<file path="src/rtl/elm_neuron_mac_pkg.sv">
// elm_neuron_mac shared definitions:
// activation codes and saturation bound helpers.
package elm_neuron_mac_pkg;

  localparam int ACT_LINEAR = 0;
  localparam int ACT_RELU   = 1;

  // largest signed value of a w-bit field, low w bits valid
  function automatic logic [63:0] sat_max(input int w);
    return (64'd1 << (w - 1)) - 64'd1;
  endfunction

  // smallest signed value of a w-bit field, low w bits valid
  function automatic logic [63:0] sat_min(input int w);
    return ~64'd0 << (w - 1);
  endfunction

endpackage

</file>
<file path="src/rtl/elm_sat_shift.sv">
// elm_sat_shift: arithmetic right shift of a signed
// value, then saturating narrow to OUT_W bits.
module elm_sat_shift
  import elm_neuron_mac_pkg::*;
#(
  parameter int IN_W  = 33,
  parameter int OUT_W = 32,
  parameter int SHIFT = 0
) (
  input  logic [IN_W-1:0]  din,
  output logic [OUT_W-1:0] dout
);

  logic [IN_W-1:0]     sh;
  logic [IN_W-OUT_W:0] hi;
  logic                ovf;

  // clamp when dropped upper bits are not pure sign
  always_comb begin
    sh   = IN_W'($signed(din) >>> SHIFT);
    hi   = sh[IN_W-1:OUT_W-1];
    ovf  = (|hi) && !(&hi);
    dout = sh[OUT_W-1:0];
    if (ovf) begin
      dout = sh[IN_W-1] ? OUT_W'(sat_min(OUT_W))
                        : OUT_W'(sat_max(OUT_W));
    end
  end

endmodule

</file>
<file path="src/rtl/elm_neuron_mac.sv">
// elm_neuron_mac: one hidden-layer neuron, serial
// multiply-accumulate, bias, activation.
module elm_neuron_mac
  import elm_neuron_mac_pkg::*;
#(
  parameter int layerNo      = 1,
  parameter int neuronNo     = 0,
  parameter int numWeight    = 784,
  parameter int addressWidth = 10,
  parameter int dataWidth    = 16,
  parameter int fracBits     = 12,
  parameter int actType      = 1
) (
  input  logic                  clk,
  input  logic                  rst,
  input  logic [dataWidth-1:0]  in_data,
  input  logic                  in_valid,
  input  logic [dataWidth-1:0]  bias,
  output logic                  w_ren,
  output logic [addressWidth:0] w_raddr,
  input  logic [dataWidth-1:0]  w_rdata,
  output logic [dataWidth-1:0]  out_data,
  output logic                  out_valid
);

  localparam int AW = 2 * dataWidth;
  localparam int CW = addressWidth + 1;
  localparam int DW = dataWidth;
  localparam logic [CW-1:0] LAST = CW'(numWeight - 1);

  if (numWeight < 1 || numWeight > (1 << addressWidth) ||
      fracBits >= dataWidth || layerNo < 0 ||
      neuronNo < 0) begin : g_bad_param
    $error("elm_neuron_mac: bad parameter set");
  end

  logic [CW-1:0] cnt_q, cnt_d;
  logic [DW-1:0] x_q, x_d;
  logic          v1_q, v1_d, f1_q, f1_d, l1_q, l1_d;
  logic [AW-1:0] prod_q, prod_d;
  logic          v2_q, v2_d, f2_q, f2_d, l2_q, l2_d;
  logic [AW-1:0] acc_q, acc_d;
  logic          v3_q, v3_d, l3_q, l3_d;
  logic [DW-1:0] out_q, out_d;
  logic          ov_q, ov_d;

  logic signed [AW-1:0] xe, we;
  logic [AW:0]   acc_sum, bias_ext, bias_sum;
  logic [AW-1:0] acc_sat, biased;
  logic [DW-1:0] narrowed;

  assign w_ren     = in_valid;
  assign w_raddr   = cnt_q;
  assign out_data  = out_q;
  assign out_valid = ov_q;

  // bias add saturated to accumulator width
  elm_sat_shift #(
    .IN_W (AW + 1),
    .OUT_W(AW),
    .SHIFT(0)
  ) u_bsat (
    .din (bias_sum),
    .dout(biased)
  );

  // drop fraction of the product format, clamp to output
  elm_sat_shift #(
    .IN_W (AW),
    .OUT_W(DW),
    .SHIFT(fracBits)
  ) u_osat (
    .din (biased),
    .dout(narrowed)
  );

  // next-state for counter, tag pipe, accumulator, output
  always_comb begin
    cnt_d = cnt_q;
    if (in_valid) begin
      cnt_d = (cnt_q == LAST) ? '0 : cnt_q + 1'b1;
    end

    v1_d = in_valid;
    x_d  = in_valid ? in_data : x_q;
    f1_d = in_valid ? (cnt_q == '0) : f1_q;
    l1_d = in_valid ? (cnt_q == LAST) : l1_q;

    xe     = {{DW{x_q[DW-1]}}, x_q};
    we     = {{DW{w_rdata[DW-1]}}, w_rdata};
    v2_d   = v1_q;
    prod_d = v1_q ? AW'(xe * we) : prod_q;
    f2_d   = v1_q ? f1_q : f2_q;
    l2_d   = v1_q ? l1_q : l2_q;

    acc_sum = {acc_q[AW-1], acc_q} +
              {prod_q[AW-1], prod_q};
    acc_sat = acc_sum[AW-1:0];
    if (acc_sum[AW] != acc_sum[AW-1]) begin
      acc_sat = acc_sum[AW] ? AW'(sat_min(AW))
                            : AW'(sat_max(AW));
    end
    v3_d  = v2_q;
    l3_d  = v2_q ? l2_q : l3_q;
    acc_d = acc_q;
    if (v2_q) acc_d = f2_q ? prod_q : acc_sat;

    bias_ext = {{(AW + 1 - DW){bias[DW-1]}}, bias};
    bias_sum = {acc_q[AW-1], acc_q} +
               (bias_ext << fracBits);
    out_d = out_q;
    ov_d  = 1'b0;
    if (v3_q && l3_q) begin
      ov_d  = 1'b1;
      out_d = narrowed;
      if (actType == ACT_RELU && narrowed[DW-1]) begin
        out_d = '0;
      end
    end
  end

  // state registers with synchronous reset
  always_ff @(posedge clk) begin
    if (rst) begin
      cnt_q  <= '0;
      x_q    <= '0;
      v1_q   <= 1'b0;
      f1_q   <= 1'b0;
      l1_q   <= 1'b0;
      prod_q <= '0;
      v2_q   <= 1'b0;
      f2_q   <= 1'b0;
      l2_q   <= 1'b0;
      acc_q  <= '0;
      v3_q   <= 1'b0;
      l3_q   <= 1'b0;
      out_q  <= '0;
      ov_q   <= 1'b0;
    end else begin
      cnt_q  <= cnt_d;
      x_q    <= x_d;
      v1_q   <= v1_d;
      f1_q   <= f1_d;
      l1_q   <= l1_d;
      prod_q <= prod_d;
      v2_q   <= v2_d;
      f2_q   <= f2_d;
      l2_q   <= l2_d;
      acc_q  <= acc_d;
      v3_q   <= v3_d;
      l3_q   <= l3_d;
      out_q  <= out_d;
      ov_q   <= ov_d;
    end
  end

endmodule

</file>
<file path="config.mk">
export PLATFORM = sky130hd
export DESIGN_NAME = elm_neuron_mac
export DESIGN_NICKNAME = d
export VERILOG_FILES = /design/src/rtl/elm_neuron_mac_pkg.sv /design/src/rtl/elm_sat_shift.sv /design/src/rtl/elm_neuron_mac.sv
export SDC_FILE = /design/constraint.sdc
export NUM_CORES = 1
export LEC_CHECK = 0
export ABC_CLOCK_PERIOD_IN_PS = 7900
export CORE_UTILIZATION = 38
export DETAILED_ROUTE_END_ITERATION = 12
export SYNTH_ARGS = -nofsm -noshare
export SYNTH_HDL_FRONTEND = slang
export SYNTH_HIERARCHICAL = 1
export SYNTH_SLANG_ARGS = --single-unit
</file>
<file path="constraint.sdc">
create_clock -name clk -period 7.9 [get_ports clk]
set_input_delay 0.79 -clock clk [delete_from_list [all_inputs] [get_ports clk]]
set_output_delay 0.79 -clock clk [all_outputs]
set_load 0.02 [all_outputs]
</file>
**Word level (Yosys, flattened, before mapping)**

Index checks and enable logic that the tools add are counted.

- Bits in latches: 0
- Bits in writable memories: 0
- Bits of input ports: 51
- Output and inout port bits: 29
- Logic and storage cells: 40
- Flip-flop bits (word level): 116
- Memories kept: 0
- Bits in read-only memories: 0

- Reduce and logical (&&, ||, !) cells: 10
- $add $sub $neg: 3
- Mux-type cells: 10
- Bitwise operators: 0
- Magnitude comparators: 0
- Shift-type cells: 0
- Divide/modulo/power cells: 0
- Multipliers: 1
- Eq/ne operators: 2

Operators by type and width:

| kind | count |
|---|---|
| $mux W32 | 5 |
| $add A32 B28 Y33 | 1 |
| $add A32 B32 Y33 | 1 |
| $mul A16 B16 Y32 | 1 |
| $mux W16 | 2 |
| $mux W15 | 1 |
| $add A11 B1 Y11 const B | 1 |
| $eq A11 B10 Y1 const B | 1 |
| $logic_not A11 Y1 | 1 |
| $mux W11 | 1 |
| $reduce_and A5 Y1 | 1 |
| $reduce_or A5 Y1 | 1 |
| $logic_and A1 B1 Y1 | 3 |
| $logic_not A1 Y1 | 2 |
| $reduce_and A2 Y1 | 1 |
| $reduce_or A2 Y1 | 1 |
| $mux W1 | 1 |
| $ne A1 B1 Y1 | 1 |

**Logic depth before layout (Yosys ltp)**

- Depth in word-level cells: 10
- Gate-level depth with buffers: 26

**Modules after synthesis**

The synthesis kept the hierarchy.

By module, submodules not included:

| module | area an instance (µm²) | cells each | seq. area each (µm²) | instances |
|---|---|---|---|---|
| elm_neuron_mac | 16,604.7 | 1,891 | 2,302.2 | 1 |
| elm_sat_shift at u_osat | 470.5 | 60 | 0.0 | 1 |
| elm_sat_shift at u_bsat | 304.0 | 42 | 0.0 | 1 |

**Worst setup path before layout**

OpenSTA, ideal clock, no wires.

- Path type: input to register
- Start: input w_rdata[1]
- End: register prod_q[24]
- Data arrival time: 6.247 ns
- Stages: 24
- Required time: 7.772 ns
- Setup slack: 1.525 ns
- Buffers on the path: 1
- Setup time: 0.128 ns
- Cells stage by stage: clkbuf_1 nand2_1 fa_1 fa_1 inv_1 fa_1 inv_1 fa_1 inv_1 fa_1 inv_1 fa_1 inv_1 ha_1 a21oi_1 o21ai_0 a221oi_1 a21oi_1 or3b_2 nand2_1 nand2_1 xor2_1 mux2i_1 nor2_1

- Word-level cells in the longest chain between the ends: 1

RTL lines:

| what | RTL line | text |
|---|---|---|
| from (decl) | elm_neuron_mac.sv:21 | `input logic [dataWidth-1:0] w_rdata,` |
| $mul A16 B16 Y32 | elm_neuron_mac.sv:92 | `prod_d = v1_q ? AW'(xe * we) : prod_q;` |
| to (signal assigned) | elm_neuron_mac.sv:145 | `prod_q <= prod_d;` |
| to (decl) | elm_neuron_mac.sv:40 | `logic [AW-1:0] prod_q, prod_d;` |

Every way passes these cells.
A chain may end at the register's enable or synchronous reset.

**Worst setup path in the final report**

- Start: input w_rdata[7]
- End: register prod_q[27]

Same word-level chain as after synthesis.

==> flow_metrics.env <==
export IMPL_fin_tns_setup_ns=0
export IMPL_gp_congestion=0.8656
export IMPL_dp_slack_ns=0.6137
export IMPL_regArea_mm2=0.002303
export IMPL_peakVddDrop_uv=217.6
export IMPL_n_antenna_cell=0
export IMPL_mostFrequentLayoutCells="inv_1, fa_1, nand2_1"
export IMPL_crit_fanout=16
export IMPL_chipWidth_um=215.3
export IMPL_cts_root_buf="clkbuf_16"
export IMPL_track_usage_pct=19.22
export IMPL_postCtsSetupBuffers=0
export IMPL_fmax_ghz=0.1466
export IMPL_synth_area_mm2=0.01728
export IMPL_max_stage_delay_ns=0.95
export IMPL_worst_slack_ns=1.080
export IMPL_clk_pin_slew_ns=0.06
export IMPL_drt_iter0_markers=682
export IMPL_cp_required_ns=8.23
export IMPL_maxSlewViolCount=0
export IMPL_cp_top_family="adder cells"
export IMPL_grt_ovfl_total=0
export IMPL_first_global_vias=13770
export IMPL_worstMarginPinSlew_ns=1.205
export IMPL_ant_nets=0
export IMPL_finalCritPeriodShare_pct=86.32
export IMPL_clk_latency_ns=0.47
export IMPL_start_util_pct=38.83
export IMPL_core_area_mm2=0.04451
export IMPL_crit_buf_inv=7
export IMPL_cp_slowest_cell="clkdlybuf4s50_1"
export IMPL_wirelength_um=43190
export IMPL_power_leakage_uw=0.009065
export IMPL_cts_sinks=115
export IMPL_cap_violations=0
export IMPL_drive_above_1_share_pct=3.960
export IMPL_power_density_mw_per_mm2=243.5
export IMPL_syn_num_nets=2433
export IMPL_via_per_inst=5.181
export IMPL_crit_type="in2reg"
export IMPL_cts_resized=0
export IMPL_avgRoutedWirePerCell_um=16.54
export IMPL_nets=2460
export IMPL_setup_viol_count_final=0
export IMPL_fillCellCount=4399
export IMPL_grt_antenna_before_repair=0
export IMPL_rows=77
export IMPL_clockBufferDepth=2
export IMPL_crit_path_end_kind="register"
export IMPL_drc=0
export IMPL_worstSetupStartpointType="input port"
export IMPL_grt_max_degree=67
export IMPL_fp_dieH_um=215.3
export IMPL_cts_tree="yes"
export IMPL_placed_cells=2580
export IMPL_via_count=13530
export IMPL_area_growth_synth_to_final_pct=10.68
export IMPL_die_area_mm2=0.04634
export IMPL_fin_crit_ns=6.820
export IMPL_multiInputGateArea_mm2=0.01334
export IMPL_finalPower_uw=4658
export IMPL_drtPass1Iterations=5
export IMPL_grt_pass1_wl_um=71100
export IMPL_slew_headroom_pct=19.65
export IMPL_cp_data_arrival_time_ns=7.15
export IMPL_dp_hpwl_um=35170
export IMPL_crit_top_cell="fa_1"
export IMPL_rsz0062_at_grt="false"
export IMPL_status="completed"
export IMPL_hold_violations=0
export IMPL_numPortBuffers=78
export IMPL_synth_avg_cell_area_um2=8.729
export IMPL_timing_hold_ws_ns=0.4722
export IMPL_fin_cells=2612
export IMPL_htreeDepth=4
export IMPL_ys_warn_count=6
export IMPL_final_common_cell="inv_1"
export IMPL_ctsHoldBuffers=0
export IMPL_syn_instance_count=1980
export IMPL_pin_count=80
export IMPL_hold_class="reg2reg"
export IMPL_cts_buffers=17
export IMPL_skew_ns=0.01581
[stage by stage]
stage	util [%]	cell area, um^2
floorplan	-	17280
global placement	41.66	18540
detailed placement	41.66	18540
CTS	42.98	19130
global route	42.98	19130
finish	42.98	19130
[sequential cells by signal, summed over array words and instances, names as in the netlist, 11 cells and up]
signal and cells:
acc_q 32, out_data 15, prod_q 32, w_raddr 11
x_q 16
[per-layer routing]
| metal | global-route usage [%] | vias to the layer above | wire length [um] |
|---|---|---|---|
| li1 | - | 6469 | - |
| met1 | 25.45 | 6745 | 20010 |
| met2 | 32.06 | 276 | 20780 |
| met3 | 3.439 | 43 | 1759 |
| met4 | 5.225 | 0 | 648 |
| met5 | 0 | - | 0 |
[worst min-delay path: stages (launching register included)]
cell     delay (ns)
dfxtp_1        0.31
nand2_1        0.06
a21oi_1        0.06
[final timing paths]
kind / startpoint / to / slack, ns / cells past startpoint
worst max-delay path: w_rdata[7] / prod_q[27] / 1.08 / 25
worst min register to register: acc_q[0] / acc_q[0] / 0.47 / 2
worst min-delay path: acc_q[0] / acc_q[0] / 0.47 / 2
worst max register to register: x_q[15] / prod_q[24] / 1.33 / 21
[power breakdown]
| group | switching, uW | internal (uW) | leakage [uW] | total [uW] |
|---|---|---|---|---|
| Clock | 346 | 447 | 0.000285 | 793 |
| Combinational | 1810 | 1340 | 0.00784 | 3150 |
| Sequential | 85.1 | 632 | 0.000938 | 717 |
| Total | 2240 | 2420 | 0.00907 | 4660 |
[layout make-up]
class	instances	area share, %
clock inverters	15	0.8502
well taps	592	3.872
flip-flops and latches	115	12.04
inverters	327	6.416
clock buffers	17	2.224
repair buffers	98	4.853
multi-input cells	1448	69.75
Power figures use the tool's default switching activity.
